[src/rtl/serial_comp_seq.sv]
// Bit-serial magnitude comparator sequencer.
// Two WIDTH-bit operands and three cascade flags are captured over a
// valid/ready handshake, compared one bit per clock through a single-bit
// compare stage, and the one-hot G/EQ/L result is returned over a second
// valid/ready handshake. The G/EQ/L running state is held in registers
// between bits, so the datapath is one bit wide regardless of WIDTH.
//
// MSB_FIRST = 0: bits are scanned LSB to MSB. The running state is seeded
//   from the decoded cascade flags and every differing bit overrides it, so
//   the most significant differing bit (scanned last) wins. Latency is
//   always WIDTH cycles.
// MSB_FIRST = 1: bits are scanned MSB to LSB. The first differing bit
//   decides the result and ends the scan on that edge; the decoded cascade
//   flags are the result only when every bit matches. Latency is 1..WIDTH.
//
// WIDTH must be 2 or greater.
module serial_comp_seq #(
    parameter int WIDTH     = 4,
    parameter bit MSB_FIRST = 1'b0
) (
    input  logic             clk,
    input  logic             rst_n,
    input  logic             in_valid,
    output logic             in_ready,
    input  logic [WIDTH-1:0] a,
    input  logic [WIDTH-1:0] b,
    input  logic             great_in,
    input  logic             equal_in,
    input  logic             less_in,
    input  logic             abort,
    output logic             out_valid,
    input  logic             out_ready,
    output logic             G,
    output logic             EQ,
    output logic             L,
    output logic             cascade_err,
    output logic             busy
);

    // Bit index is exactly wide enough to address every operand bit.
    localparam int IW = (WIDTH > 1) ? $clog2(WIDTH) : 1;
    localparam logic [IW-1:0] LAST_IDX  = IW'(WIDTH - 1);
    localparam logic [IW-1:0] START_IDX = MSB_FIRST ? LAST_IDX : '0;

    typedef enum logic [1:0] {
        IDLE = 2'd0,
        RUN  = 2'd1,
        DONE = 2'd2
    } state_t;

    state_t           state;
    logic [IW-1:0]    idx;
    logic [WIDTH-1:0] a_reg;
    logic [WIDTH-1:0] b_reg;

    // Running comparison state between bits; neither set means "equal so far".
    logic             acc_g;
    logic             acc_l;
    logic             flag_err;

    // Decoded cascade flags at the capture point.
    logic             seed_g;
    logic             seed_l;
    logic             seed_err;
    logic [1:0]       flag_count;

    // Single-bit compare stage.
    logic             bit_a;
    logic             bit_b;
    logic             bit_gt;
    logic             bit_lt;
    logic             step_g;
    logic             step_l;
    logic             step_last;

    // Decode the cascade flags with priority great > less > equal; no flag means equal.
    always_comb begin
        flag_count = {1'b0, great_in} + {1'b0, less_in} + {1'b0, equal_in};
        seed_g     = great_in;
        seed_l     = !great_in && less_in;
        seed_err   = (flag_count != 2'd1);
    end

    // Compare the current bit and work out the next running state and whether the scan ends.
    always_comb begin
        bit_a  = a_reg[idx];
        bit_b  = b_reg[idx];
        bit_gt = bit_a && !bit_b;
        bit_lt = !bit_a && bit_b;
        if (MSB_FIRST) begin
            // First differing bit from the top decides; otherwise keep the cascade seed.
            if (bit_gt || bit_lt) begin
                step_g = bit_gt;
                step_l = bit_lt;
            end else begin
                step_g = acc_g;
                step_l = acc_l;
            end
            step_last = bit_gt || bit_lt || (idx == '0);
        end else begin
            // A differing bit overrides whatever lower bits or the cascade decided.
            step_g    = bit_gt || (acc_g && !bit_lt);
            step_l    = bit_lt || (acc_l && !bit_gt);
            step_last = (idx == LAST_IDX);
        end
    end

    // Sequencer: capture, serial scan, result hold; all outputs registered.
    always_ff @(posedge clk or negedge rst_n) begin
        if (!rst_n) begin
            state       <= IDLE;
            idx         <= '0;
            a_reg       <= '0;
            b_reg       <= '0;
            acc_g       <= 1'b0;
            acc_l       <= 1'b0;
            flag_err    <= 1'b0;
            in_ready    <= 1'b1;
            out_valid   <= 1'b0;
            G           <= 1'b0;
            EQ          <= 1'b0;
            L           <= 1'b0;
            cascade_err <= 1'b0;
            busy        <= 1'b0;
        end else begin
            case (state)
                IDLE: begin
                    if (in_valid) begin
                        a_reg    <= a;
                        b_reg    <= b;
                        acc_g    <= seed_g;
                        acc_l    <= seed_l;
                        flag_err <= seed_err;
                        idx      <= START_IDX;
                        in_ready <= 1'b0;
                        busy     <= 1'b1;
                        state    <= RUN;
                    end
                end

                RUN: begin
                    if (abort) begin
                        // Cancel drops the operation silently; no result is produced.
                        idx      <= '0;
                        busy     <= 1'b0;
                        in_ready <= 1'b1;
                        state    <= IDLE;
                    end else if (step_last) begin
                        G           <= step_g;
                        L           <= step_l;
                        EQ          <= !step_g && !step_l;
                        cascade_err <= flag_err;
                        out_valid   <= 1'b1;
                        busy        <= 1'b0;
                        state       <= DONE;
                    end else begin
                        acc_g <= step_g;
                        acc_l <= step_l;
                        idx   <= MSB_FIRST ? (idx - IW'(1)) : (idx + IW'(1));
                    end
                end

                DONE: begin
                    // Result holds until taken; in_ready returns one cycle after the handshake.
                    if (out_ready) begin
                        out_valid   <= 1'b0;
                        G           <= 1'b0;
                        EQ          <= 1'b0;
                        L           <= 1'b0;
                        cascade_err <= 1'b0;
                        in_ready    <= 1'b1;
                        state       <= IDLE;
                    end
                end

                default: begin
                    out_valid   <= 1'b0;
                    G           <= 1'b0;
                    EQ          <= 1'b0;
                    L           <= 1'b0;
                    cascade_err <= 1'b0;
                    busy        <= 1'b0;
                    in_ready    <= 1'b1;
                    state       <= IDLE;
                end
            endcase
        end
    end

endmodule

[config.mk]
export PLATFORM = sky130hd
export DESIGN_NAME = serial_comp_seq
export DESIGN_NICKNAME = d
export VERILOG_FILES = /design/src/rtl/serial_comp_seq.sv
export SDC_FILE = /design/constraint.sdc
export NUM_CORES = 1
export LEC_CHECK = 0
export ABC_AREA = 1
export CAP_MARGIN = 20
export CORE_MARGIN = 4
export CORE_UTILIZATION = 45
export CTS_CLUSTER_DIAMETER = 150
export DETAILED_ROUTE_END_ITERATION = 10
export PLACE_DENSITY = 0.74
export SLEW_MARGIN = 10
export SYNTH_ARGS = -nofsm -noshare
export SYNTH_HDL_FRONTEND = slang
export SYNTH_SLANG_ARGS = --single-unit
[constraint.sdc]
create_clock -name clk -period 1.25 [get_ports clk]
set_clock_uncertainty 0.1 [all_clocks]
set_input_delay 0.25 -clock clk [delete_from_list [all_inputs] [get_ports clk]]
set_output_delay 0.25 -clock clk [all_outputs]
set_load 0.005 [all_outputs]
-- Word level (Yosys, flattened, before mapping)
Cells that the tools add are included.
- input bits: 16
- bits in registers: 22
- logic and storage cells: 101
- output and inout port bits: 7
- bits in latches: 0
- memory bits (writable): 0
- memory bits (read-only): 0
- memories kept: 0
- bitwise logic cells: 2
- equality and inequality tests: 12
- $mul: 0
- reductions and logical operators: 24
- divide/modulo/power cells: 0
- add/sub/neg operators: 3
- magnitude comparators: 1
- muxes and demuxes: 45
- shifts and indexed selects: 0
- operator list (operator ; count):
    $mux W1 ; 25
    $pmux W1 S3 ; 7
    $mux W2 ; 7
    $ne A2 B2 Y1 const B ; 6
    $reduce_and A3 Y1 ; 4
    $reduce_and A4 Y1 ; 2
    $logic_not A1 Y1 ; 7
    $logic_and A1 B1 Y1 ; 6
    $ne A3 B3 Y1 const B ; 2
    $pmux W2 S3 ; 1
    $bmux W1 S2 ; 2
    $eq A2 B2 Y1 const B ; 2
    $pmux W1 S2 ; 2
    $pmux W2 S2 ; 1
    $lt A2 B3 Y1 const B ; 1
    $add A1 B1 Y2 ; 1
    $add A2 B1 Y2 ; 1
    $add A2 B1 Y2 const B ; 1
    $eq A2 B1 Y1 const B ; 1
    $logic_not A2 Y1 ; 1
    $logic_or A1 B1 Y1 ; 2
    $ne A2 B1 Y1 const B ; 1
    $not A1 Y1 ; 2
    $reduce_and A2 Y1 ; 1
    $reduce_bool A2 Y1 ; 1

-- Depth between registers and ports, before layout
- depth after elaboration: 12
- mapped depth: 11
- gate-level depth less buffers: 10

-- Least setup slack after synthesis
OpenSTA, ideal clock, no wires.
- path type: register to register
- from: register state[1]
- to: register acc_l
- required time: 1.028 ns
- arrival time: 1.132 ns
- setup time: 0.122 ns
- setup slack: -0.104 ns
- clock period less this slack: 1.354 ns
- buffers on the path: 0
- stages on the path, launching flop included: 9
- cells stage by stage: dfrtp_1 inv_1 nand2_1 nor2_2 inv_4 nand2_4 inv_2 nor2_1 a21oi_1
- word-level cells in the longest chain between the ends: 3
- elaborated cells between the ends (all ways): 8
- RTL lines (what ; line ; text):
    start, declared ; 51 ; state_t state;
    start signal, assigned ; 111 ; state <= IDLE;
    start signal, assigned ; 137 ; state <= RUN;
    start signal, assigned ; 147 ; state <= IDLE;
    $eq A2 B1 Y1 or $logic_not A2 Y1 (tied branches) ; 126 ; case (state)
    $ne A2 B2 Y1 (no line) or $reduce_bool A2 Y1 (tied branches) ; n/a ;
    $reduce_and A4 Y1 (no line) ; n/a ;
    end signal, assigned ; 132 ; acc_l <= seed_l;
    end signal, assigned ; 158 ; acc_l <= step_l;
    end, declared ; 58 ; logic acc_l;
Parallel ways exist; a longest one is shown, timed or not.
A chain may end at the register's enable or synchronous reset.

-- Worst setup path in the final report
- from: register idx[0]
- to: register L
- word-level cells in the longest chain between the ends: 10
- elaborated cells between the ends (all ways): 17
- RTL lines (what ; line ; text):
    start, declared ; 52 ; logic [IW-1:0] idx;
    start signal, assigned ; 159 ; idx <= MSB_FIRST ? (idx - IW'(1)) : (idx + IW'(1));
    $bmux W1 S2 ; 87 ; bit_b = b_reg[idx];
    $mux W1 (implied by the code) ; 87 ;
    $logic_not A1 Y1 ; 88 ; bit_gt = bit_a && !bit_b;
    $logic_and A1 B1 Y1 ; 88 ;
    $logic_not A1 Y1 ; 103 ; step_l = bit_lt || (acc_l && !bit_gt);
    $logic_and A1 B1 Y1 ; 103 ;
    $logic_or A1 B1 Y1 ; 103 ;
    $mux W1 ; 148 ; end else if (step_last) begin
    $mux W1 ; 142 ; if (abort) begin
    $pmux W1 S3 ; 126 ;
    end signal, assigned ; 150 ; L <= step_l;
    end, declared ; 35 ; output logic L,
Parallel ways exist; a longest one is shown, timed or not. The select of a mux whose other input is x is not followed.

==> flow_metrics.env <==
export IMPL_numCtsBuffers=3
export IMPL_start_kind="flop"
export IMPL_gr_usage_all_layers_pct=17.17
export IMPL_dp_hpwl_um=2018
export IMPL_final_common_cell="nand2_1"
export IMPL_io_pins=23
export IMPL_end_kind="flop"
export IMPL_clk_path_buf_depth=2
export IMPL_placed_cell_area_um2=1494
export IMPL_pwr_share_comb_pct=49.4
export IMPL_hold_viol_final=0
export IMPL_syn_area_um2=1126
export IMPL_cts_tree="yes"
export IMPL_drtIter0Drc=31
export IMPL_drtAntennaViolNets=0
export IMPL_max_slew_margin_pct=78.53
export IMPL_dieArea_um2=3367
export IMPL_port_buffers=22
export IMPL_synth_edf_count=0
export IMPL_clkLatencyLatePin_ns=0.31
export IMPL_cp_data_required_time_ns=1.40
export IMPL_hold_path_class="in2async"
export IMPL_synth_mux_area_share_pct=0
export IMPL_drc=0
export IMPL_syn_area_per_cell_um2=7.713
export IMPL_worst_pin_slew_ns=0.3196
export IMPL_synth_ff_type="dfrtp_1"
export IMPL_drive_gt1_share_pct=46.39
export IMPL_vias=1130
export IMPL_diodes=0
export IMPL_dr_pass1_iters=4
export IMPL_via_per_inst=5.090
export IMPL_synth_top_family_by_area="simple AND/OR/NAND/NOR gates"
export IMPL_synth_warnings=0
export IMPL_finalSetupViolCount=21
export IMPL_drt_wl_total_um=2919
export IMPL_synthArstFlopShare_pct=100.0
export IMPL_dieWidth_um=58.03
export IMPL_intPower_w=0.001786
export IMPL_gp_congestion=0.8170
export IMPL_cts_htree_levels=1
export IMPL_crit_type="reg2reg"
export IMPL_violations="negative setup slack"
export IMPL_synth_largest_area_cell="dfrtp_1"
export IMPL_post_route_util_pct=76.63
export IMPL_fp_coreArea_um2=2297
export IMPL_start_util_pct=49.02
export IMPL_clk_pin_slew_ns=0.12
export IMPL_grt_pass1_vias=1079
export IMPL_ir_drop_v=0.001296
export IMPL_yosys_register_bits=22
export IMPL_synth_top_area_share_pct=46.67
export IMPL_post_route_period_util_pct=113.4
export IMPL_fp_dieH_um=58.03
export IMPL_setup_slack_ns=-0.1675
export IMPL_netSwitchingPower_w=0.001153
export IMPL_synthesis_instances=146
export IMPL_antenna_found_initial=0
export IMPL_drv_cap=0
export IMPL_seq_area_frac_synth_pct=49.00
export IMPL_synthTopCellsByArea="dfrtp_1 47%, nand2_1 19%, inv_1 6.0%"
export IMPL_rsz0062_at_grt="true"
export IMPL_design_area_um2=1760
export IMPL_finalSetupTns_ns=-1.607
export IMPL_synth_xor_area_share_pct=0
export IMPL_syn_to_final_growth_pct=56.33
export IMPL_final_cell_mix="36 x nand2_1, 20 x dfrtp_1, 18 x nand2_2"
export IMPL_switching_share_pct=39.24
export IMPL_synth_cell_types=23
export IMPL_grt_pass1_wl_um=4540
export IMPL_max_clock_freq_mhz=705.5
export IMPL_synthesis_nets=164
export IMPL_synth_compound_area_share_pct=8.000
export IMPL_grt_max_degree=13
export IMPL_fin_nets=213
export IMPL_fp_row_count=17
export IMPL_final_max_slew_viol_count=0
export IMPL_post_drt_wl_per_cell_um=13.15
export IMPL_crit_arrival_ns=1.57
export IMPL_synth_adder_area_share_pct=2.889
export IMPL_cts_root_buf="clkbuf_4"
export IMPL_hold_buffers=0
export IMPL_period_minus_slack_ns=1.418
export IMPL_worst_path_max_fanout=8
export IMPL_p_seq_share_pct=36.8
export IMPL_synth_simple_area_share_pct=31.22
export IMPL_p_leak_nw=0.9085
export IMPL_powerDensity_nw_per_um2=1669
export IMPL_clkSinkCount=22
export IMPL_grt_ovfl_total=0
export IMPL_status="finished, violations left"
export IMPL_clockPowerShare_pct=13.8
through the flow:
step | hold slack (ns) | cells | setup WS [ns] | total power, W
2_1_floorplan | -0.1456 | 146 | -0.08447 | 0.001699
3_3_place_gp | 0.3529 | 208 | -0.4342 | 0.002128
3_5_place_dp | 0.3635 | 208 | -0.4790 | 0.002179
4_1_cts | 0.03892 | 216 | -0.1838 | 0.002679
5_1_grt | 0.04353 | 222 | -0.2395 | 0.003169
6_report | 0.04064 | 222 | -0.1675 | 0.002939
logic make-up (layout without fill, tap and decap cells):
kind of cell | count (synthesis) | count (layout)
DFF | 22 | 22
buffers and inverters | 24 | 72
and+or+nand+nor | 81 | 81
adders and majority gates | 2 | 2
AOI/OAI and AO/OA | 17 | 17
cell type report:
class                   instances  area, um^2
well taps                      28       35.03
repair buffers                 46       414.1
clock buffers                   4       36.28
inverters                      22       100.1
multi-input cells             100       621.8
flip-flops and latches         22       553.0
fillers                       165       536.8
what timing repair did:
item                                   4_1_cts  5_1_grt
pin swaps                                   10       16
setup endpoints to repair                   27       22
gates cloned                                 0        1
gates resized for setup                     63       41
endpoints found under the hold margin        0        0
buffers inserted                             4        5
power groups by stage:
stage | logic, W | registers, W | clock network, W
5_1_grt | 0.00162 | 0.00112 | 0.000432
6_report | 0.00145 | 0.00108 | 0.000406
4_1_cts | 0.00120 | 0.00107 | 0.000407
3_3_place_gp | 0.00105 | 0.00107 | 0
3_5_place_dp | 0.00109 | 0.00108 | 0
2_1_floorplan | 0.000625 | 0.00107 | 0
synthesized netlist by cell type (2+ instances only):
cell	number
a21oi_1	4
buf_4	2
dfrtp_1	21
inv_1	18
inv_2	3
nand2_1	56
nand3_1	11
nand3b_1	2
nor2_1	6
o21ai_0	9
o21ai_1	2
layer usage:
| layer | track usage (%) | share of wire, % |
|---|---|---|
| met3 | 2.227 | 4.8 |
| met4 | 5.960 | 3.3 |
| met5 | 0 | 0 |
| met1 | 19.86 | 40 |
| met2 | 32.10 | 52 |
critical path: stages, from the launching register on:
cell	delay, ns
dfrtp_1	0.43
buf_12	0.16
clkinv_8	0.06
nand2_4	0.04
nand2_1	0.05
nand2_1	0.04
nand2_1	0.09
nand2_2	0.08
nand2_2	0.09
nand3_2	0.09
o21ai_2	0.12
path summary, 6_finish.rpt:
kind,depth (start not counted),end,slack [ns],start
worst max-delay path,10,L,-0.17,idx[0]
worst min-delay path,1,out_valid,0.04,rst_n
worst max register to register,10,L,-0.17,idx[0]
worst min register to register,2,G,0.40,G
max in group asynchronous,2,G,0.60,rst_n
min in group clk,4,acc_l,0.33,great_in
No activity file was read; power rests on OpenSTA's default activity.
